`src/rtl/mem_access_unit.sv`:
```
// ---------------------------------------------------------------------------
// mem_access_unit
//
// Memory-stage access controller between the EX->MEM and MEM->WB pipeline
// registers. A load or store seen in IDLE is latched and turned into a
// req/ready handshake with a variable-latency data memory. The upstream
// pipeline is frozen while the access is outstanding. A single completed
// result, including any load data, is then shown to MEM->WB for one cycle.
// Non-memory instructions pass straight through combinationally.
//
// Parameters
//   WORD_LEN          data / address width
//   REG_FILE_ADDR_LEN destination register index width
//   MAX_WAIT          BUSY cycles without mem_ready before a timeout (>= 1)
//
// Ports
//   clk, rst                     clock (rising edge), async active-low reset
//   WB_EN_IN, MEM_R_EN_IN,
//   MEM_W_EN_IN, destIn,
//   ALUResIn, STValIn            instruction fields from EX->MEM
//   WB_EN, MEM_R_EN, dest,
//   ALURes, memReadVal           result fields to MEM->WB
//   freeze                       hold IF/ID/EX and the EX->MEM register
//   mem_req, mem_we, mem_addr,
//   mem_wdata                    request side of the memory handshake
//   mem_rdata, mem_ready         response side of the memory handshake
//   mem_err                      sticky timeout flag, cleared only by reset
// ---------------------------------------------------------------------------
module mem_access_unit #(
  parameter int unsigned WORD_LEN          = 32,
  parameter int unsigned REG_FILE_ADDR_LEN = 4,
  parameter int unsigned MAX_WAIT          = 15
) (
  input  logic                         clk,
  input  logic                         rst,
  input  logic                         WB_EN_IN,
  input  logic                         MEM_R_EN_IN,
  input  logic                         MEM_W_EN_IN,
  input  logic [REG_FILE_ADDR_LEN-1:0] destIn,
  input  logic [WORD_LEN-1:0]          ALUResIn,
  input  logic [WORD_LEN-1:0]          STValIn,
  output logic                         WB_EN,
  output logic                         MEM_R_EN,
  output logic [REG_FILE_ADDR_LEN-1:0] dest,
  output logic [WORD_LEN-1:0]          ALURes,
  output logic [WORD_LEN-1:0]          memReadVal,
  output logic                         freeze,
  output logic                         mem_req,
  output logic                         mem_we,
  output logic [WORD_LEN-1:0]          mem_addr,
  output logic [WORD_LEN-1:0]          mem_wdata,
  input  logic [WORD_LEN-1:0]          mem_rdata,
  input  logic                         mem_ready,
  output logic                         mem_err
);

  localparam int unsigned           CNT_W   = $clog2(MAX_WAIT + 1);
  localparam logic [CNT_W-1:0]      MAX_CNT = CNT_W'(MAX_WAIT);

  typedef enum logic [1:0] {
    IDLE = 2'd0,
    BUSY = 2'd1,
    DONE = 2'd2
  } state_t;

  state_t                         state_q;
  logic                           wbEn_q;
  logic                           memREn_q;
  logic                           isWrite_q;
  logic [REG_FILE_ADDR_LEN-1:0]   dest_q;
  logic [WORD_LEN-1:0]            aluRes_q;
  logic [WORD_LEN-1:0]            stVal_q;
  logic [WORD_LEN-1:0]            rdata_q;
  logic [CNT_W-1:0]               waitCnt_q;
  logic                           memErr_q;

  logic                           accessReq;
  logic [CNT_W-1:0]               waitCnt_d;

  // A read wins when both enables are set, so a write is only a pure store.
  assign accessReq = MEM_R_EN_IN | MEM_W_EN_IN;

  // The counter only ever counts up to MAX_WAIT before leaving BUSY, so this
  // increment cannot wrap.
  assign waitCnt_d = waitCnt_q + CNT_W'(1);

  // Whole access FSM: detection in IDLE, handshake and timeout in BUSY, and a
  // one-cycle result presentation in DONE. DONE ignores the inputs, because
  // the instruction that caused the access is still held there until freeze
  // drops.
  always_ff @(posedge clk or negedge rst) begin
    if (!rst) begin
      state_q   <= IDLE;
      wbEn_q    <= 1'b0;
      memREn_q  <= 1'b0;
      isWrite_q <= 1'b0;
      dest_q    <= '0;
      aluRes_q  <= '0;
      stVal_q   <= '0;
      rdata_q   <= '0;
      waitCnt_q <= '0;
      memErr_q  <= 1'b0;
    end else begin
      case (state_q)
        IDLE: begin
          if (accessReq) begin
            wbEn_q    <= WB_EN_IN;
            memREn_q  <= MEM_R_EN_IN;
            isWrite_q <= MEM_W_EN_IN & ~MEM_R_EN_IN;
            dest_q    <= destIn;
            aluRes_q  <= ALUResIn;
            stVal_q   <= STValIn;
            waitCnt_q <= '0;
            state_q   <= BUSY;
          end
        end
        BUSY: begin
          // mem_ready is checked first so that a response in the last allowed
          // cycle still counts as a success.
          if (mem_ready) begin
            rdata_q <= isWrite_q ? '0 : mem_rdata;
            state_q <= DONE;
          end else if (waitCnt_d == MAX_CNT) begin
            waitCnt_q <= waitCnt_d;
            rdata_q   <= '0;
            memErr_q  <= 1'b1;
            state_q   <= DONE;
          end else begin
            waitCnt_q <= waitCnt_d;
          end
        end
        DONE: begin
          state_q <= IDLE;
        end
        default: begin
          state_q <= IDLE;
        end
      endcase
    end
  end

  // Output mux. These outputs are Moore functions of the state, except in
  // IDLE, where a non-memory instruction passes through and a memory
  // instruction raises freeze in the same cycle. While reset is asserted the
  // stage shows a bubble, so no partial result can escape.
  always_comb begin
    WB_EN      = 1'b0;
    MEM_R_EN   = 1'b0;
    dest       = '0;
    ALURes     = '0;
    memReadVal = '0;
    freeze     = 1'b0;
    mem_req    = 1'b0;
    mem_we     = 1'b0;
    if (rst) begin
      case (state_q)
        IDLE: begin
          if (accessReq) begin
            freeze = 1'b1;
          end else begin
            WB_EN    = WB_EN_IN;
            MEM_R_EN = MEM_R_EN_IN;
            dest     = destIn;
            ALURes   = ALUResIn;
          end
        end
        BUSY: begin
          freeze  = 1'b1;
          mem_req = 1'b1;
          mem_we  = isWrite_q;
        end
        DONE: begin
          WB_EN      = wbEn_q;
          MEM_R_EN   = memREn_q;
          dest       = dest_q;
          ALURes     = aluRes_q;
          memReadVal = rdata_q;
        end
        default: begin
          freeze = 1'b0;
        end
      endcase
    end
  end

  // Address and write data come straight from the latches. They therefore
  // stay stable for the whole BUSY state.
  assign mem_addr  = aluRes_q;
  assign mem_wdata = stVal_q;
  assign mem_err   = memErr_q;

endmodule

```
`config.mk`:
```
export PLATFORM = sky130hd
export DESIGN_NAME = mem_access_unit
export DESIGN_NICKNAME = d
export VERILOG_FILES = /design/src/rtl/mem_access_unit.sv
export SDC_FILE = /design/constraint.sdc
export NUM_CORES = 1
export LEC_CHECK = 0
export CAP_MARGIN = 20
export CORE_MARGIN = 4
export CORE_UTILIZATION = 42
export CTS_CLUSTER_DIAMETER = 50
export CTS_CLUSTER_SIZE = 25
export DETAILED_ROUTE_END_ITERATION = 8
export MAX_ROUTING_LAYER = met4
export PLACE_DENSITY = 0.78
export SLEW_MARGIN = 10
export SYNTH_ARGS = -nofsm -noshare
export SYNTH_HDL_FRONTEND = slang
export SYNTH_SLANG_ARGS = --single-unit
export TNS_END_PERCENT = 20
```
`constraint.sdc`:
```
create_clock -name clk -period 2.3 [get_ports clk]
set_input_delay 0.69 -clock clk [delete_from_list [all_inputs] [get_ports clk]]
set_output_delay 0.69 -clock clk [all_outputs]
set_load 0.01 [all_outputs]
```
==> results.py, run 1 <==
metrics = {
    "global_route": {
        "grt-ovfl-total": 0,
        "track_usage_pct": 24.02,
        "antenna_found_initial": 0,
        "grt_max_degree": 45,
        "grt_pass1_wl_mm": 26.54,
        "grt_pass1_vias": 4814,
    },
    "routing": {
        "detail_route.iter0.violations": 238,
        "antenna_left": 0,
        "wl_mm": 17.44,
        "drtPass1Iterations": 4,
        "avgRoutedWirePerCell_um": 20.37,
        "vias_per_cell": 5.319,
        "vias": 4553,
        "drc": 0,
    },
    "clock_tree": {
        "clockRootBuffer": "clkbuf_16",
        "clock_sinks": 110,
        "htreeDepth": 3,
        "clk_latency_ns": 0.35,
        "clkSlewWorstSetupHoldPaths_ns": 0.07,
        "cts_hold_buf": 0,
        "clockBufferDepth": 2,
        "cts_buffers": 9,
        "cts_tree": "done",
    },
    "setup_path": {
        "arrival_ns": 1.89,
        "slowest_stage": "nor4_4",
        "r2r_slack_ns": 0.44,
        "r2r-end": "mem_addr[12]$_DFFE_PN0P_",
        "r2r_cells": 6,
        "start_kind": "input pin",
        "criticalPathCategory": "input pin to primary output",
        "r2r_start": "state_q[0]$_DFFE_PN0P_",
        "crit_fanout": 5,
        "critical_path.top_delay_family": "buffers and inverters",
        "end_kind": "primary output",
        "crit_chain": "buf_6, nor4_4, buf_4, buf_8, buf_12, buf_16, a22oi_2, nor2_1, buf_2",
        "critPathBufInv": 6,
        "worst_path_largest_cell_delay_ns": 0.27,
        "critPathRequiredTime_ns": 1.61,
    },
    "synthesis": {
        "synth_simple_gate_area_share_pct": 9.203,
        "syn_avg_cell_area_um2": 13.63,
        "synth_compound_area_share_pct": 13.08,
        "synth_top_family_by_area": "multiplexers",
        "synthMuxAreaShare_pct": 19.67,
        "synth.distinct_cells": 41,
        "ys_ff_latch": 110,
        "yosysSeqAreaShare_pct": 51.39,
        "postSynthCellCount": 393,
        "synth-main-ff-cell": "dfrtp_1",
        "synth_edf_count": 0,
        "synthAdderAreaFrac_pct": 0.4672,
        "ys_top_cells_by_area": "dfrtp_1, mux2_4, a22o_1",
        "yosysTopAreaCellShare_pct": 51.39,
        "synthMostInstantiatedCell": "dfrtp_1",
        "yosysWarnings": 0,
        "synthArstFlopShare_pct": 100.0,
        "synth-xor-area-share_pct": 0.1635,
        "syn-num-nets": 501,
        "syn_area_um2": 5356,
        "synth_top_area_cell": "dfrtp_1",
        "synth_commonest_cells": "dfrtp_1, mux2_4, nor2_1",
    },
    "die": {
        "ioPinCount": 244,
        "die_h_um": 120.9,
        "core_area_um2": 12260,
        "die_area_um2": 14620,
        "start_util_pct": 43.68,
        "die_x_um": 120.9,
        "row_count": 40,
    },
    "final_layout": {
        "nNetsFinal": 792,
        "syn_to_final_growth_pct": 59.36,
        "fin_util_pct": 69.61,
        "fill_cells": 916,
        "num_antenna_cells": 0,
        "final_cells": 856,
        "drive_above_1_share_pct": 37.21,
    },
    "timing": {
        "final.setup.tns_ns": -9.508,
        "relSlewSlack_pct": 62.01,
        "skew_ns": 0.008294,
        "period_share_pct": 112.2,
        "finalHoldViolCount": 0,
        "hold_ws_ns": 0.1479,
        "fin_ws_ns": -0.2795,
        "rsz0062_at_grt": "yes",
        "worst_pin_slew_ns": 0.5699,
        "finalMaxSlewViolations": 0,
        "finalSetupViolations": 49,
        "min_period_ns": 2.580,
        "max_freq_mhz": 387.7,
    },
    "place": {
        "io_buffers": 243,
        "routabilityCongestion": 0.8180,
        "placed_cells_incl_taps": 825,
        "dp_hpwl_mm": 11.67,
    },
    "pwr": {
        "p_leak_nw": 4.060,
        "power.density_nw_per_um2": 1193,
        "p_total_w": 0.01019,
        "ir_worst_vdd_v": 0.0007109,
    },
    "worst_hold_path": {
        "hold_path_class": "input pin to asynchronous set/reset pin",
    },
    "run": {
        "max-cap-violations": 0,
    },
    "run_status": {
        "violations": "negative setup slack",
        "outcome": "finished with violations",
    },
}
==> routing by layer <==
layer	vias up	routed length, µm	global-route usage [%]
li1	2016	-	-
met1	2265	6623	27.72
met2	213	8855	39.81
met3	59	1166	5.082
met4	0	794	11.97
met5	-	0	-
==> power by group <==
part	total (W)	switching, W	internal [W]
Clock	0.00153	0.000697	0.000837
Sequential	0.00351	0.000685	0.00283
Combinational	0.00514	0.00198	0.00316
==> sequential cells by signal, summed over array words and instances, names as in the netlist <==
register   cells
mem_err        1
state_q        2
mem_addr      32
dest_q         4
rdata_q       32
waitCnt_q      4
isWrite_q      1
mem_wdata     32
memREn_q       1
wbEn_q         1
==> repair_timing <==
action / CTS / global route
pin swaps: 7 / 14
resized for setup: 316 / 19
buffers inserted: 7 / 4
setup endpoints to repair: 73 / 73
cloned: 6 / 1
==> worst register-to-register path: stages, from the launching register on <==
cell and delay [ns]:
dfrtp_2 0.44, buf_4 0.14, buf_4 0.14, nor2_2 0.21, o21a_4 0.24, buf_12 0.23
mux2_4 0.34
==> how the worst max path moves through the flow <==
stage,startpoint,to,slack (ns),depth (start not counted)
finish,MEM_W_EN_IN,ALURes[0],-0.28,9
global route,state_q[1]$_DFFE_PN0P_,ALURes[0],-0.34,8
CTS,state_q[0]$_DFFE_PN0P_,ALURes[10],-0.30,8
detailed placement,MEM_W_EN_IN,ALURes[16],-0.90,6
global placement,MEM_W_EN_IN,ALURes[1],-0.87,6
floorplan,MEM_W_EN_IN,ALURes[14],0.04,4
==> cell families after synthesis <==
| kind of cell | count (synthesis) |
|---|---|
| DFF | 110 |
| and+or+nand+nor | 90 |
| AOI/OAI and AO/OA | 84 |
| muxes | 71 |
| buffers and inverters | 35 |
| adders and majority gates | 2 |
| xor gates and xnor gates | 1 |
==> per-stage QoR <==
step	cell area, µm²	setup slack, ns
floorplan	5356	0.04228
global placement	8203	-0.8698
detailed placement	8203	-0.8998
CTS	8463	-0.2978
global route	8536	-0.3422
finish	8536	-0.2795
==> cell type report <==
cell class	instances	area [µm²]	share of cell area, %
timing repair buffer	312	2908	34.07
multi-input combinational	248	2364	27.69
inverter	3	11.26	0.1319
clock buffer	9	225.2	2.639
clock inverter	6	63.81	0.7476
tap	168	210.2	2.463
sequential	110	2754	32.26
==> cells in the final DEF, fill, tap and decap left out, types with 2 or more instances in the layout <==
cell type        count
a21o_1               3
a21oi_1              3
a22o_1              34
a22oi_1             28
a22oi_2              9
and2b_2              2
and3_1              28
and3_4               6
buf_12              11
buf_16               5
buf_2               65
buf_4               47
buf_6                9
buf_8                2
clkbuf_16           10
clkbuf_2             2
clkdlybuf4s15_2      3
clkdlybuf4s50_1    167
clkinv_2             2
clkinvlp_4           2
dfrtp_1            109
ha_1                 2
inv_1                3
mux2_2               2
mux2_4              68
nand2b_1             3
nor2_1              39
nor3b_1              2
Power figures use the tool's default switching activity.
==> inputs of run 2 (changes only) <==
- CTS_CLUSTER_SIZE: 25 -> 16
- HOLD_SLACK_MARGIN: default -> 0.12
==> results of run 2 <==
Same layout as run 1: the final DEF is identical, and so are final timing and power.
==> inputs of run 3 (changes only) <==
- SKIP_CTS_REPAIR_TIMING: default -> 1
==> run 3 against run 2 <==
The run still ends with negative setup slack left. Critical endpoint is now ALURes[6]. Non-clock buffer count down 8. Sequential power hardly changed. Clock power about the same. Hold slack improved by 0.0034 ns. Core utilization rose by 0.31 points. Flip-flop and latch count unchanged. Die area unchanged. Largest cell class unchanged.
==> results.py, run 3 (synthesis gave the netlist of run 1 again) <==
metrics = {
    "routing": {
        "drc": 0,
        "drtPass1Iterations": 4,
        "wl_mm": 17.14,
        "avgRoutedWirePerCell_um": 20.21,
        "antenna_left": 0,
        "detail_route.iter0.violations": 211,
        "vias": 4500,
        "vias_per_cell": 5.307,
    },
    "setup_path": {
        "r2r_cells": 6,
        "start_kind": "flip-flop",
        "crit_fanout": 18,
        "arrival_ns": 1.87,
        "end_kind": "primary output",
        "r2r_start": "waitCnt_q[0]$_DFFE_PN0P_",
        "critPathRequiredTime_ns": 1.61,
        "r2r-end": "rdata_q[11]$_DFFE_PN0P_",
        "criticalPathCategory": "flip-flop to primary output",
        "r2r_slack_ns": 0.56,
    },
    "die": {
        "start_util_pct": 43.68,
        "die_h_um": 120.9,
        "ioPinCount": 244,
        "row_count": 40,
        "die_x_um": 120.9,
        "die_area_um2": 14620,
        "core_area_um2": 12260,
    },
    "clock_tree": {
        "cts_buffers": 9,
        "clockBufferDepth": 2,
        "clockRootBuffer": "clkbuf_16",
        "clk_latency_ns": 0.35,
        "clock_sinks": 110,
        "cts_tree": "done",
        "htreeDepth": 3,
        "clkSlewWorstSetupHoldPaths_ns": 0.07,
    },
    "final_layout": {
        "num_antenna_cells": 0,
        "nNetsFinal": 784,
        "regArea_um2": 2754,
        "final_cell_mix": "clkdlybuf4s50_1, dfrtp_1, mux2_4",
        "final_common_cell": "clkdlybuf4s50_1",
        "multi_input_area_um2": 2335,
        "drive_above_1_share_pct": 30.59,
        "final_cells": 848,
        "syn_to_final_growth_pct": 60.06,
        "fill_cells": 905,
        "fin_area_um2": 8573,
    },
    "global_route": {
        "grt_max_degree": 45,
        "grt_pass1_wl_mm": 24.81,
        "track_usage_pct": 22.01,
        "grt_pass1_vias": 4736,
        "grt-ovfl-total": 0,
        "antenna_found_initial": 0,
    },
    "run": {
        "max-cap-violations": 0,
    },
    "timing": {
        "min_period_ns": 2.560,
        "fin_ws_ns": -0.2600,
        "skew_ns": 0.009295,
        "max_freq_mhz": 390.6,
        "period_share_pct": 111.3,
        "finalMaxSlewViolations": 0,
        "relSlewSlack_pct": 62.06,
        "finalHoldViolCount": 0,
        "final.setup.tns_ns": -8.348,
        "finalSetupViolations": 38,
        "worst_pin_slew_ns": 0.5690,
        "rsz0062_at_grt": "yes",
    },
    "place": {
        "routabilityCongestion": 0.8180,
        "io_buffers": 243,
        "dp_hpwl_mm": 11.67,
        "place_area_um2": 8203,
        "place_ws_ns": -0.8998,
        "placed_cells_incl_taps": 825,
    },
    "worst_hold_path": {
        "hold_path_class": "input pin to asynchronous set/reset pin",
    },
    "pwr": {
        "ir_worst_vdd_v": 0.0007121,
        "power.density_nw_per_um2": 1176,
        "p_leak_nw": 4.530,
    },
    "run_status": {
        "violations": "negative setup slack",
        "outcome": "finished with violations",
    },
}
==> run 3: cell count changes in the layout (fill, tap and decap cells not counted), sizes merged <==
cell | previous run | this run
dlymetal6s2s | 0 | 34
buf | 139 | 92
clkbuf | 12 | 20
clkdlybuf4s15 | 3 | 0
==> run 3: per-stage QoR <==
step                      util, %  hold WS (ns)  power [W]
after floorplan                 -        0.3944   0.006246
after global placement      66.90        0.4751   0.008251
after detailed placement    66.90        0.4701   0.008404
after CTS                   69.26        0.1342    0.01000
after global routing        69.92        0.1402    0.01057
final                       69.92        0.1513    0.01008
==> run 3: layout make-up <==
| cell class | instances | share of cell area [%] |
|---|---|---|
| Clock buffer | 9 | 2.627 |
| Clock inverter | 6 | 0.7443 |
| Inverter | 3 | 0.1313 |
| Multi-Input combinational cell | 248 | 27.23 |
| Sequential cell | 110 | 32.12 |
| Tap cell | 168 | 2.452 |
| Timing Repair Buffer | 304 | 34.69 |
==> run 3: how the worst max path moves through the flow <==
stage | slack, ns | endpoint | from | depth (start not counted)
CTS | -0.90 | ALURes[16] | MEM_W_EN_IN | 6
finish | -0.26 | ALURes[6] | state_q[0]$_DFFE_PN0P_ | 7
detailed placement | -0.90 | ALURes[16] | MEM_W_EN_IN | 6
floorplan | 0.04 | ALURes[14] | MEM_W_EN_IN | 4
global placement | -0.87 | ALURes[1] | MEM_W_EN_IN | 6
global route | -0.32 | ALURes[31] | state_q[0]$_DFFE_PN0P_ | 7
==> run 3: report_power, final <==
group | switching (W) | total [W] | leakage, nW | internal [W]
sequential | 0.000671 | 0.00350 | 1.34 | 0.00283
combinational | 0.00194 | 0.00504 | 3.06 | 0.00310
clock | 0.000700 | 0.00154 | 0.137 | 0.000837
==> run 3: per-layer routing <==
layer | share of wire, % | global-route usage [%] | wire length, µm
met2 | 50 | 36.23 | 8620
met4 | 4.3 | 11.83 | 741
met1 | 40 | 25.42 | 6832
met5 | 0 | - | 0
met3 | 5.5 | 4.382 | 941
==> run 3: worst max-delay path, stage by stage (launching register included) <==
cell and delay (ns):
dfrtp_2 0.43, buf_6 0.13, nor4_4 0.26, buf_6 0.18
clkbuf_16 0.19, a22oi_1 0.07, nor2_1 0.09, dlymetal6s2s_1 0.17
